[src/rtl/systolic_job_sched_pkg.sv]
// systolic_job_sched_pkg: scheduler states, array sizes and id-width helper
package systolic_job_sched_pkg;
  typedef enum logic [2:0] {S_IDLE, S_LOAD, S_DRAIN, S_START, S_WAIT, S_RESULT} state_t;
  localparam int SA_DEPTH  = 16;
  localparam int SA_WORD_W = 32;
  localparam int SA_RE_W   = 64;
  function automatic int id_w(input int n);
    return n > 1 ? $clog2(n) : 1;
  endfunction
endpackage

[src/rtl/systolic_job_sched_rr_arbiter.sv]
// rr_arbiter: combinational round-robin pick of the first request at/after ptr
module rr_arbiter
  import systolic_job_sched_pkg::*;
#(
  parameter int N = 2,
  localparam int IDW = id_w(N)
) (
  input  logic [N-1:0]   req,
  input  logic [IDW-1:0] ptr,
  output logic [N-1:0]   gnt,
  output logic [IDW-1:0] idx
);
  always_comb begin
    idx = '0;
    // scan backwards so the smallest offset from ptr is written last
    for (int i = N - 1; i >= 0; i--)
      if (req[(int'(ptr) + i) % N]) idx = IDW'((int'(ptr) + i) % N);
    gnt = {N{|req}} & (N'(1) << idx);
  end
endmodule

[src/rtl/systolic_job_sched.sv]
// systolic_job_sched: grants requesters round-robin, streams 16 words into the array,
// starts it, waits for done or timeout and returns the tagged result
module systolic_job_sched
  import systolic_job_sched_pkg::*;
#(
  parameter int NUM_REQ = 2,
  parameter int TIMEOUT_CYC = 1024,
  localparam int IDW = id_w(NUM_REQ)
) (
  input  logic                         clk,
  input  logic                         rst,
  input  logic [NUM_REQ-1:0]           req_valid,
  output logic [NUM_REQ-1:0]           req_ready,
  input  logic [NUM_REQ*SA_WORD_W-1:0] req_weight,
  input  logic [NUM_REQ*SA_WORD_W-1:0] req_act,
  input  logic [NUM_REQ*SA_WORD_W-1:0] req_scale,
  output logic                         sa_mem_we,
  output logic [3:0]                   sa_mem_addr,
  output logic [SA_WORD_W-1:0]         sa_weight_din,
  output logic [SA_WORD_W-1:0]         sa_act_din,
  output logic [SA_WORD_W-1:0]         sa_layer_scale,
  output logic                         sa_start,
  input  logic                         sa_done,
  input  logic [4*SA_RE_W-1:0]         sa_re,
  output logic                         res_valid,
  input  logic                         res_ready,
  output logic [4*SA_RE_W-1:0]         res_data,
  output logic [IDW-1:0]               res_id,
  output logic                         res_err,
  output logic                         busy
);
  localparam int TW = TIMEOUT_CYC > 1 ? $clog2(TIMEOUT_CYC) : 1;
  state_t state;
  logic [IDW-1:0] g, ptr, arb_idx;
  logic [NUM_REQ-1:0] sel, arb_gnt;
  logic [3:0] cnt;
  logic [TW-1:0] tcnt;
  logic beat;
  logic [SA_WORD_W-1:0] w_sel, a_sel, s_sel;

  rr_arbiter #(.N(NUM_REQ)) u_arb (.req(req_valid), .ptr(ptr), .gnt(arb_gnt), .idx(arb_idx));

  assign req_ready = state == S_LOAD ? sel : '0;
  assign beat = |(req_valid & req_ready);
  assign busy = state != S_IDLE;
  assign w_sel = req_weight[SA_WORD_W*int'(g) +: SA_WORD_W];
  assign a_sel = req_act[SA_WORD_W*int'(g) +: SA_WORD_W];
  assign s_sel = req_scale[SA_WORD_W*int'(g) +: SA_WORD_W];

  always_ff @(posedge clk or negedge rst)
    if (!rst) begin
      state <= S_IDLE;
      g <= '0;
      sel <= '0;
      ptr <= '0;
      cnt <= '0;
      tcnt <= '0;
      sa_mem_we <= 1'b0;
      sa_mem_addr <= '0;
      sa_weight_din <= '0;
      sa_act_din <= '0;
      sa_layer_scale <= '0;
      sa_start <= 1'b0;
      res_valid <= 1'b0;
      res_data <= '0;
      res_id <= '0;
      res_err <= 1'b0;
    end else begin
      sa_mem_we <= 1'b0;
      sa_start <= 1'b0;
      case (state)
        S_IDLE:
          if (|req_valid) begin
            g <= arb_idx;
            sel <= arb_gnt;
            state <= S_LOAD;
          end
        S_LOAD:
          if (beat) begin
            sa_mem_we <= 1'b1;
            sa_mem_addr <= cnt;
            sa_weight_din <= w_sel;
            sa_act_din <= a_sel;
            if (cnt == 4'd0) sa_layer_scale <= s_sel;
            cnt <= cnt + 4'd1;
            if (cnt == 4'(SA_DEPTH - 1)) state <= S_DRAIN;
          end
        S_DRAIN: begin
          sa_start <= 1'b1;
          state <= S_START;
        end
        S_START: begin
          tcnt <= '0;
          state <= S_WAIT;
        end
        S_WAIT:
          // done on the final timeout cycle still counts as success
          if (sa_done || tcnt == TW'(TIMEOUT_CYC - 1)) begin
            res_data <= sa_done ? sa_re : '0;
            res_err <= !sa_done;
            res_id <= g;
            res_valid <= 1'b1;
            state <= S_RESULT;
          end else tcnt <= tcnt + TW'(1);
        S_RESULT:
          if (res_ready) begin
            res_valid <= 1'b0;
            ptr <= g == IDW'(NUM_REQ - 1) ? '0 : g + IDW'(1);
            state <= S_IDLE;
          end
        default: state <= S_IDLE;
      endcase
    end
endmodule

[config.mk]
export PLATFORM = sky130hd
export DESIGN_NAME = systolic_job_sched
export DESIGN_NICKNAME = d
export VERILOG_FILES = /design/src/rtl/systolic_job_sched_pkg.sv /design/src/rtl/systolic_job_sched_rr_arbiter.sv /design/src/rtl/systolic_job_sched.sv
export SDC_FILE = /design/constraint.sdc
export NUM_CORES = 1
export LEC_CHECK = 0
export BUFFER_PORTS_ARGS = -buffer_cell sky130_fd_sc_hd__buf_2
export CAP_MARGIN = 20
export CORE_AREA = 5 5 315 317
export CTS_CLUSTER_SIZE = 10
export DETAILED_ROUTE_END_ITERATION = 10
export DIE_AREA = 0 0 320 322
export PLACE_DENSITY = 0.35
export SYNTH_ARGS = -nofsm -noshare
export SYNTH_HDL_FRONTEND = slang
export SYNTH_SLANG_ARGS = --single-unit
[constraint.sdc]
create_clock -name clk -period 2.44 [get_ports clk]
set_input_delay 0 -clock clk [delete_from_list [all_inputs] [get_ports clk]]
set_output_delay 0 -clock clk [all_outputs]
set_load 0.01 [all_outputs]
### After elaboration in Yosys (flattened, before gate mapping)

Cells that the tools add are included.

| storage, ports and cells | value |
|---|---|
| RAM bits | 0 |
| bits in latches | 0 |
| bits of input ports | 454 |
| bits in registers | 382 |
| memories kept | 0 |
| bits in read-only memories | 0 |
| output and inout bits | 364 |

| cells by class | value |
|---|---|
| mux-type cells | 24 |
| bitwise gates (word level) | 3 |
| eq/ne operators | 13 |
| div/mod/pow operators | 0 |
| order comparisons | 2 |
| multiply operators | 0 |
| $add $sub $neg | 4 |
| reductions and logical operators | 17 |
| shifts and indexed selects | 4 |

Operators by type and width:

| kind | count |
|---|---|
| $mux W256 | 1 |
| $shiftx A64 B7 Y32 | 3 |
| $pmux W10 S2 | 1 |
| $pmux W3 S6 | 1 |
| $mux W3 | 5 |
| $mux W1 | 13 |
| $add A10 B1 Y10 const B | 1 |
| $eq A10 B10 Y1 const B | 1 |
| $mux W10 | 1 |
| $ne A2 B2 Y1 const B | 5 |
| $reduce_and A2 Y1 | 5 |
| $eq A3 B2 Y1 const B | 2 |
| $eq A3 B3 Y1 const B | 2 |
| $reduce_and A3 Y1 | 2 |
| $reduce_and A5 Y1 | 1 |
| $add A4 B1 Y4 const B | 1 |
| $and A2 B2 Y2 | 2 |
| $eq A4 B4 Y1 const B | 1 |
| $logic_not A4 Y1 | 1 |
| $reduce_bool A2 Y1 | 2 |
| $reduce_or A2 Y1 | 2 |
| $eq A3 B1 Y1 const B | 1 |
| $logic_not A3 Y1 | 1 |
| $lt A2 B3 Y1 const B | 1 |
| other kinds (10) | 11 |

### Depth between registers and ports, before layout

Gate-level depths: netlist of the first run.

| depth | value |
|---|---|
| depth after elaboration | 9 |
| mapped depth | 7 |

### By module

Synthesis of the first run repeated with hierarchy kept, for this count alone.

| second synthesis, totals | value |
|---|---|
| cell total of the unflattened synthesis | 1,098 |
| area, all modules | 15,060.7 um^2 |

By module, submodules not included:

| module | instances | cells an instance | area each (um^2) |
|---|---|---|---|
| systolic_job_sched | 1 | 1,094 | 15,034.4 |
| rr_arbiter | 1 | 4 | 26.3 |

### Least setup slack after synthesis of the first run

No wires, ideal clock.

| timing | value |
|---|---|
| kind | register -> register |
| start | register tcnt[5] |
| end | register res_id |
| setup time | 0.125 ns |
| path slack | 0.620 ns |
| clock period less this slack | 1.820 ns |
| arrival | 1.695 ns |
| stages on the path, launching flop included | 7 |
| cells stage by stage | dfrtp_1 -> and4_1 -> a41oi_1 -> nand2b_1 -> clkbuf_1 -> buf_2 -> mux2_2 |

| between the ends | value |
|---|---|
| cells in the longest elaborated chain, start to end | 3 |

Ends and longest elaborated chain:

| item | line | text |
|---|---|---|
| start: declaration | systolic_job_sched.sv:37 | `logic [TW-1:0] tcnt;` |
| start signal: assignment | systolic_job_sched.sv:104 | `end else tcnt <= tcnt + TW'(1);` |
| $eq A10 B10 Y1 | systolic_job_sched.sv:98 | `if (sa_done \|\| tcnt == TW'(TIMEOUT_CYC - 1)) begin` |
| $logic_or A1 B1 Y1 | systolic_job_sched.sv:98 |  |
| $reduce_and A2 Y1 (no line) | -- |  |
| end signal: assignment | systolic_job_sched.sv:101 | `res_id <= g;` |
| end: declaration | systolic_job_sched.sv:28 | `output logic [IDW-1:0] res_id,` |

No other way between the ends.
A chain may end at the register's enable or synchronous reset.

### Worst setup path in the final report of the first run

| timing | value |
|---|---|
| start | register g |
| end | register sa_layer_scale[25] |

| between the ends | value |
|---|---|
| cells in the longest elaborated chain, start to end | 1 |

Ends and longest elaborated chain:

| item | line | text |
|---|---|---|
| start: declaration | systolic_job_sched.sv:34 | `logic [IDW-1:0] g, ptr, arb_idx;` |
| start signal: assignment | systolic_job_sched.sv:74 | `g <= arb_idx;` |
| $shiftx A64 B7 Y32 | systolic_job_sched.sv:48 | `assign s_sel = req_scale[SA_WORD_W*int'(g) +: SA_WORD_W];` |
| end signal: assignment | systolic_job_sched.sv:84 | `if (cnt == 4'd0) sa_layer_scale <= s_sel;` |
| end: declaration | systolic_job_sched.sv:21 | `output logic [SA_WORD_W-1:0] sa_layer_scale,` |

No other way between the ends.

==> metrics.txt, run 1 <==
status finished, final reports clean; Max Clk Rate roughly 450 MHz; dpl cells about 3100; Slew @ Worst Pin about 600 ps; Setup crit start kind flop; number of hold violations in the final report 0; initial antenna violation count 1; total track usage 0.121; ys async rst share 1.00; final slew viol count 0; I/O Buffers about 800; Post-Syn Area per Cell between 10 and 15 um2; non-filler cells, final between 3000 and 4000; share of power burned in registers 0.368; Yosys top cell by area dfrtp_1; Initial Util 0.154; drt wl/cell 18.1 um; Cells after Synth approximately 1100; deepest clock path buffer count 3; internal reg-to-reg setup slack between 200 and 250 ps; RSZ-0062 raised after global routing false; synthesized area 14800 um2; Comb power frac 0.407; DP HPWL between 40 and 50 mm; Post-Layout Inst Area 26800 um2; Num CTS Buffers just under 50; Clock power frac 0.225; GP Congestion a little over 0.8; clk slew on worst S/H paths 60 ps; post-cts resize count 0; CTS Hold Bufs roughly 460; count of antenna-violating nets left after detailed routing 0; I/O pin count between 800 and 900; Final #Nets about 2800; Clock Sinks approximately 380; number of synthesized flops with an enable pin 0; CP Data Arrival Time between 2000 and 3000 ps; fillers a little over 10000; Die X about 320 um; power density over the cells 1150 nW/um2; worst slack, placed about 350 ps; WHS 113 ps; setup TNS 0 ps; Vias between 10000 and 15000; Cell Int Power 19.7 mW; Mapped Nets ~1600; most frequent cell after synthesis dfrtp_1; share of layout cells above drive strength 1 0.418; iteration count of the initial detailed-routing pass 5; Yosys reg bits between 300 and 400; top-area cell type share of the netlist area 0.645; top post-synthesis cells by area dfrtp_1 (64%), a22o_1 (15%), mux2_2 (5.2%); top cells by count, synth dfrtp_1 (382), a22o_1 (257), a21oi_1 (72), nor2_1 (72), mux2_2 (69); Skew-Pair Late Insertion Delay 590 ps; fin crit period approximately 2200 ps; Switching Fraction 0.358; grt ovf 0; Clock H-tree levels 2; final worst slack around 240 ps; placed cell area between 20000 and 25000 um2; period utilization 0.903; CTS tree built; DRC Markers 0; DRT iter0 DRCs 679; CTS Root Buffer Type clkbuf_16; critical path endpoint category flop; YS warnings 0; number of global-route vias before repair 15900; critical path type flop to flop; Main synth FF type dfrtp_1; DIE AREA 103000 um2; ANT cells 0; P_leak ~13 nW; Core ar. between 90000 and 100000 um2; num rows ~110; post-synth cell types between 40 and 50; final WL 66.7 mm; Max IR drop VDD ~0.00048 V; Setup Fix Bufs, Post-CTS 0; number of max-cap violations 0; Vias/cell about 3.9; worst hold path class primary input to asynchronous set/reset pin; headroom to the max-slew limit 0.598; Overall Power 30.7 mW; first-pass GRT wire length ~98 mm; post-synthesis sequential area ratio 0.645; Psw about 11 mW; Worst Skew between 15 and 20 ps; area grow syn2layout 80.5%; Util after Layout 0.279; Die Y approximately 320 um; largest net degree at the start of global routing 139; # setup viols final 0; worst path required time 2900 ps; crit-path max FO 27
## worst max-delay path, stage by stage (launching register included)
cell and delay, ps:
dfrtp_4 610, buf_12 230, mux2_2 360, dlygate4sd3_1 590, mux2_2 270
## worst paths after layout
check | start | endpoint | depth (start not counted)
worst max register to register | g | sa_layer_scale[25] | 4
worst min-delay path | rst | res_data[242] | 3
worst min register to register | sa_layer_scale[7] | sa_layer_scale[7] | 1
min in group clk | sa_re[22] | res_data[22] | 3
worst max-delay path | g | sa_layer_scale[25] | 4
max in group asynchronous | rst | g | 3
## sequential cells by signal, summed over array words and instances, names as in the netlist, 2 cells and up
signal and cells:
state 3, res_data 256, sa_act_din 32, cnt 4, sa_layer_scale 32, sel 2
tcnt 10, sa_weight_din 32, sa_mem_addr 4
## cells by family (layout without fill, tap and decap cells)
group                    after synthesis  after routing  synth area share
AO/OA/AOI/OAI                        351            351             0.186
XOR/XNOR                               4              4           0.00236
adder cells (fa/ha/maj)                3              3           0.00253
buffers and inverters                 96           1397            0.0276
flip-flops                           382            382             0.645
multiplexers                         135            135            0.0970
AND/OR/NAND/NOR                      128            128            0.0399
## cell usage in the layout, fill, tap and decap left out, types with 3 or more instances in the layout
cell type / count
buf_2: 816
dlygate4sd3_1: 454
dfrtp_1: 381
a22o_1: 257
nor2_1: 72
a21oi_1: 72
mux2_2: 69
mux2i_1: 65
clkbuf_16: 49
buf_4: 22
buf_12: 19
nand2_1: 15
clkbuf_1: 12
o21ai_0: 11
nor3_1: 7
clkbuf_8: 6
inv_1: 5
nand3_1: 5
or3_1: 5
clkinv_2: 5
nand2b_1: 4
xnor2_1: 4
and2_1: 3
nand4_1: 3
ha_1: 3
## power by group through the flow
stage / Sequential [mW] / Clock, mW / Combinational (mW)
floorplan: 12.5 / 0 / 4.54
global placement: 11.4 / 0 / 11.6
detailed placement: 11.3 / 0 / 11.7
CTS: 11.3 / 7.25 / 12.8
global route: 11.7 / 7.48 / 13.5
finish: 11.3 / 6.92 / 12.5
## layer usage
layer	share of wire	global-route usage	vias to the layer above
met2	0.52	0.217	509
li1	-	-	6640
met1	0.38	0.140	7092
met3	0.060	0.0291	123
met4	0.039	0.0480	2
met5	0.00026	0	-
## layout make-up
type / instances / area, um2 / share of cell area
clock inverters: 12 / 139 / 0.00519
well taps: 1276 / 1600 / 0.0596
multi-input cells: 621 / 4880 / 0.182
flip-flops and latches: 382 / 9560 / 0.357
repair buffers: 1313 / 9220 / 0.344
clock buffers: 67 / 1350 / 0.0506
inverters: 5 / 18.8 / 0.000701
(Power assumes the default switching activity.)
==> run 2, diff against run 1 <==
--- a/config.mk
+++ b/config.mk
@@ -7,10 +7,10 @@
 export LEC_CHECK = 0
 export BUFFER_PORTS_ARGS = -buffer_cell sky130_fd_sc_hd__buf_2
 export CAP_MARGIN = 20
-export CORE_AREA = 5 5 315 317
+export CORE_AREA = 5 5 316 318
 export CTS_CLUSTER_SIZE = 10
 export DETAILED_ROUTE_END_ITERATION = 10
-export DIE_AREA = 0 0 320 322
+export DIE_AREA = 0 0 321 323
 export PLACE_DENSITY = 0.35
 export SYNTH_ARGS = -nofsm -noshare
 export SYNTH_HDL_FRONTEND = slang
==> run 2 against run 1 <==
Power rose by 1.4%. Sequential cell count stayed put. Clock skew is 7.5 ps higher. Final area is 0.52% higher. Non-clock buffer count up 7. Die area is 0.62% higher. First-iteration DRC count is 2.5% higher. Global-route usage fell by 0.27 points. Register-to-register slack better by 50 ps. Critical path type unchanged.
==> metrics.txt, run 2 (synthesis gave the netlist of run 1 again) <==
DRC Markers 0 (unchanged); # setup viols final 0 (unchanged); ANT cells 0 (unchanged); worst r2r src g (unchanged); Slew @ Worst Pin 668 ps (was 604 ps); number of max-cap violations 0 (unchanged); Max IR drop VDD 0.000521 V (was 0.000483 V); number of hold violations in the final report 0 (unchanged); drt wl/cell 17.7 um (was 18.1 um); CP Data Arrival Time 2610 ps (was 2660 ps); share of layout cells above drive strength 1 0.419 (was 0.418); status finished, final reports clean (unchanged); fillers 10100 (about the same); power density over the cells 1160 nW/um2 (was 1150 nW/um2); Die Y 323 um (was 322 um); DIE AREA 104000 um2 (was 103000 um2); Worst Skew 25.6 ps (was 18.1 ps); iteration count of the initial detailed-routing pass 4 (was 5); DRT iter0 DRCs 696 (was 679); critical path type flop to flop (unchanged); headroom to the max-slew limit 0.555 (was 0.598); internal reg-to-reg setup slack 280 ps (was 240 ps); Clock H-tree levels 2 (unchanged); initial antenna violation count 2 (was 1); RSZ-0062 raised after global routing false (unchanged); Clock Sinks 382 (unchanged); final WL 65.4 mm (was 66.7 mm); Initial Util 0.154 (about the same); reg2reg end sa_layer_scale[24] (was sa_layer_scale[25]); num rows 114 (unchanged); area grow syn2layout 81.5% (was 80.5%); clk slew on worst S/H paths 60 ps (about the same); Core ar. 96300 um2 (was 96000 um2); count of antenna-violating nets left after detailed routing 0 (unchanged); fin crit period 2160 ps (was 2200 ps); Vias/cell 3.87 (was 3.91); most frequent cells in the layout buf_2 (816), dlygate4sd3_1 (454), dfrtp_1 (381) (unchanged); GP Congestion 0.817 (was 0.814); I/O pin count 818 (unchanged); Largest register FFs 256 (unchanged); Util after Layout 0.279 (about the same); CTS Root Buffer Type clkbuf_16 (unchanged); total track usage 0.118 (was 0.121); worst hold path class primary input to asynchronous set/reset pin (unchanged); Final #Nets 2837 (was 2829); Vias 14300 (was 14400); Max Clk Rate 463 MHz (was 454 MHz); final slew viol count 0 (unchanged); most common cell after layout, fill and taps aside buf_2 (unchanged); period utilization 0.884 (was 0.903); Reg with most FFs res_data (unchanged); Skew-Pair Late Insertion Delay 590 ps (about the same); worst path required time 2890 ps (was 2900 ps); FF-to-FF path depth 4 (unchanged); Num CTS Buffers 50 (was 49); largest net degree at the start of global routing 139 (unchanged); deepest clock path buffer count 3 (unchanged); I/O Buffers 817 (unchanged); first-pass GRT wire length 96.3 mm (was 97.9 mm); Reg area 9560 um2 (unchanged); Setup crit start kind flop (unchanged); setup TNS 0 ps (unchanged); post-cts resize count 0 (unchanged); P_leak 13.4 nW (was 13.3 nW); critical path endpoint category flop (unchanged); Die X 321 um (was 320 um); grt ovf 0 (unchanged); number of global-route vias before repair 16000 (was 15900); DP HPWL 48.5 mm (was 49.3 mm); crit-path max FO 18 (was 27); CTS tree built (unchanged); multi-input logic area 4880 um2 (unchanged)
[run 2: layer usage]
metal  track usage  wire length, um
met5             0               21
met4        0.0474             2650
met3        0.0352             4720
met2         0.215            34000
met1         0.130            24000
[run 2: worst max-delay path, stage by stage (launching register included)]
cell           delay [ps]
dfrtp_4               520
buf_4                 290
mux2_2                370
dlygate4sd3_1         570
mux2_2                260
[run 2: worst max path at each step]
| stage | from | to | slack, ps | cells past startpoint |
|---|---|---|---|---|
| 2_1_floorplan | tcnt[5] | res_id | 620 | 6 |
| 3_3_place_gp | tcnt[5] | res_data[133] | 450 | 6 |
| 3_5_place_dp | tcnt[5] | res_data[156] | 420 | 6 |
| 4_1_cts | g | sa_layer_scale[11] | 280 | 4 |
| 5_1_grt | g | sa_weight_din[16] | 220 | 5 |
| 6_report | g | sa_layer_scale[24] | 280 | 4 |
[run 2: cell type report]
class | count | area share
Multi-Input combinational cell | 621 | 0.181
Inverter | 5 | 0.000698
Sequential cell | 382 | 0.355
Tap cell | 1276 | 0.0593
Clock inverter | 10 | 0.00581
Clock buffer | 75 | 0.0541
Timing Repair Buffer | 1320 | 0.343
[run 2: repair_timing]
| item | CTS | global route |
|---|---|---|
| buffers inserted | 0 | 0 |
| hold buffers | 454 | 0 |
| hold endpoints to repair | 744 | 0 |
[run 2: per-stage QoR]
stage | total power, mW | cells | setup slack [ps] | hold slack, ps | area, um2
detailed placement | 23.0 | 3150 | 424 | 74.6 | 20700
floorplan | 17.0 | 1099 | 620 | -296 | 14800
global route | 33.2 | 3689 | 218 | 62.7 | 26900
CTS | 31.9 | 3689 | 277 | 1.38 | 26900
global placement | 23.0 | 3150 | 448 | 66.1 | 20700
finish | 31.2 | 3689 | 282 | 17.1 | 26900
[run 2: report_power, final]
part | switching [mW] | total, mW | internal [mW]
clock network | 2.96 | 7.38 | 4.41
logic | 6.32 | 12.6 | 6.27
registers | 1.79 | 11.2 | 9.42
==> run 3, diff against run 2 <==
--- a/config.mk
+++ b/config.mk
@@ -7,11 +7,11 @@
 export LEC_CHECK = 0
 export BUFFER_PORTS_ARGS = -buffer_cell sky130_fd_sc_hd__buf_2
 export CAP_MARGIN = 20
-export CORE_AREA = 5 5 316 318
+export CORE_AREA = 5 5 315 317
 export CTS_CLUSTER_SIZE = 10
 export DETAILED_ROUTE_END_ITERATION = 10
-export DIE_AREA = 0 0 321 323
-export PLACE_DENSITY = 0.35
+export DIE_AREA = 0 0 320 322
+export PLACE_DENSITY = 0.36
 export SYNTH_ARGS = -nofsm -noshare
 export SYNTH_HDL_FRONTEND = slang
 export SYNTH_SLANG_ARGS = --single-unit
==> constraint.sdc (replaced) <==
create_clock -name clk -period 1.8 [get_ports clk]
set_input_delay 0 -clock clk [delete_from_list [all_inputs] [get_ports clk]]
set_output_delay 0 -clock clk [all_outputs]
set_load 0.01 [all_outputs]
==> run 3 against run 2 <==
The flow now finishes with violations (negative setup slack). Clock power rose by 31%. Register-to-register slack lost 300 ps. Clock skew down 8.4 ps. Critical path type unchanged. Critical endpoint is now res_data[27].
==> metrics.txt, run 3 (synthesis gave the netlist of run 1 again) <==
period utilization 1.01 (was 0.884); Vias 14900 (was 14300); placed cell area 21000 um2 (was 20700 um2); Util after Layout 0.295 (was 0.279); I/O pin count 818 (unchanged); DRT iter0 DRCs 725 (was 696); internal reg-to-reg setup slack -20 ps (was 280 ps); Clock Sinks 382 (unchanged); setup TNS -75.6 ps (was 0 ps); CP Data Arrival Time 2280 ps (was 2610 ps); clk slew on worst S/H paths 60 ps (about the same); critical path type flop to flop (unchanged); final worst slack -15.0 ps (was 282 ps); Die Y 322 um (was 323 um); Worst Skew 17.2 ps (was 25.6 ps); largest net degree at the start of global routing 62 (was 139); Vias/cell 3.96 (was 3.87); power density over the cells 1510 nW/um2 (was 1160 nW/um2); crit path from state[2] (was g); num rows 114 (unchanged); final slew viol count 0 (unchanged); worst slack, placed -40.2 ps (was 424 ps); DP HPWL 48.4 mm (was 48.5 mm); Largest register FFs 256 (unchanged); Die X 320 um (was 321 um); RSZ-0062 raised after global routing true (was false); deepest clock path buffer count 3 (unchanged); critical path endpoint category flop (unchanged); GR Util met3 0.0293 (was 0.0352); ANT cells 0 (unchanged); number of max-cap violations 0 (unchanged); area grow syn2layout 91.3% (was 81.5%); number of global-route vias before repair 16100 (was 16000); crit-path max FO 6 (was 18); status finished with violations (was finished, final reports clean); Max Clk Rate 551 MHz (was 463 MHz); failing checks negative setup slack; DRC Markers 0 (unchanged); Max IR drop VDD 0.000699 V (was 0.000521 V); Reg area 9560 um2 (unchanged); first-pass GRT wire length 96.9 mm (was 96.3 mm); Slew @ Worst Pin 569 ps (was 668 ps); Final #Nets 2923 (was 2837); multi-input logic area 4910 um2 (was 4880 um2); met2 GRT Util 0.218 (was 0.215); worst hold path class primary input to flop (was primary input to asynchronous set/reset pin); GP Congestion 0.821 (was 0.817); worst r2r src state[2] (was g); Skew-Pair Late Insertion Delay 580 ps (was 590 ps); share of layout cells above drive strength 1 0.440 (was 0.419); number of hold violations in the final report 0 (unchanged); drt wl/cell 19.3 um (was 17.7 um); grt ovf 0 (unchanged); most common cell after layout, fill and taps aside buf_2 (unchanged); fin crit period 1820 ps (was 2160 ps); reg2reg end res_data[27] (was sa_layer_scale[24]); Core ar. 96000 um2 (was 96300 um2); Setup crit start kind flop (unchanged); non-filler cells, final 3772 (was 3689); Initial Util 0.154 (about the same); Clock H-tree levels 2 (unchanged); fillers 9847 (was 10100); worst path required time 2260 ps (was 2890 ps); count of antenna-violating nets left after detailed routing 0 (unchanged); dpl cells 3182 (was 3150); CTS tree built (unchanged); CTS Root Buffer Type clkbuf_16 (unchanged); crit path to res_data[27] (was sa_layer_scale[24]); met1 global-route usage 0.133 (was 0.130); DIE AREA 103000 um2 (was 104000 um2); final WL 72.6 mm (was 65.4 mm); # setup viols final 13 (was 0); P_leak 14.1 nW (was 13.4 nW); I/O Buffers 817 (unchanged); iteration count of the initial detailed-routing pass 4 (unchanged); total track usage 0.120 (was 0.118); Post-Layout Inst Area 28400 um2 (was 26900 um2); FF-to-FF path depth 8 (was 4); Reg with most FFs res_data (unchanged); most frequent cells in the layout buf_2 (816), dlygate4sd3_1 (455), dfrtp_1 (381) (was buf_2 (816), dlygate4sd3_1 (454), dfrtp_1 (381)); initial antenna violation count 1 (was 2); grt peak-use layer met2 (unchanged); headroom to the max-slew limit 0.621 (was 0.555); Num CTS Buffers 50 (unchanged)
run 3: cell types whose count changed in the layout (fill, tap and decap cells not counted), moves of 2 or more:
cell | before | now
clkbuf_16 | 51 | 79
buf_6 | 0 | 23
buf_4 | 31 | 47
buf_16 | 0 | 10
buf_8 | 1 | 10
clkinv_8 | 2 | 0
run 3: per-stage QoR:
step                      total power [mW]  hold WS [ps]
final                                 42.8           172
after global routing                  45.4           134
after CTS                             42.4           111
after detailed placement              31.4          26.0
after global placement                31.3          19.2
after floorplan                       23.0          -296
run 3: worst max-delay path, cell delays in order, from the launching register on:
cell and delay (ps):
dfrtp_1 400, buf_6 130, nor3b_4 140, buf_6 130, and2_4 210, buf_12 140
clkbuf_16 160, clkbuf_16 160, a22o_1 220
run 3: cell type report:
cell class	instances	share of cell area
clock buffers	74	0.0509
clock inverters	8	0.00402
inverters	5	0.000662
multi-input cells	621	0.173
flip-flops and latches	382	0.337
well taps	1276	0.0563
repair buffers	1406	0.378
run 3: layer usage:
metal / share of wire / up-vias
met2: 0.51 / 583
met3: 0.056 / 141
met1: 0.40 / 7382
met4: 0.037 / 2
li1: - / 6832
met5: 0.00018 / -
run 3: how the worst min path moves through the flow:
stage	to	cells past startpoint	from	slack [ps]
finish	res_data[30]	3	sa_re[30]	170
global route	res_data[220]	3	sa_re[220]	130
CTS	res_data[22]	3	sa_re[22]	110
detailed placement	res_data[235]	1	rst	30
global placement	res_data[235]	1	rst	20
floorplan	cnt[0]	0	rst	-300
run 3: what timing repair did:
| item | in CTS | in global routing |
|---|---|---|
| hold buffers | 455 | 1 |
| gates cloned | 0 | 43 |
| setup buffers | 2 | 8 |
| endpoints found under the hold margin | 745 | 1 |
| pin swaps | 2 | 33 |
| gates resized for setup | 5 | 49 |
| endpoints found under the setup margin | 152 | 343 |
run 3: report_power, final:
part	internal [mW]	total (mW)	leakage (nW)	switching, mW
clock network	5.78	9.64	0.754	3.85
logic	8.92	18.0	8.61	9.03
registers	12.8	15.2	4.73	2.43
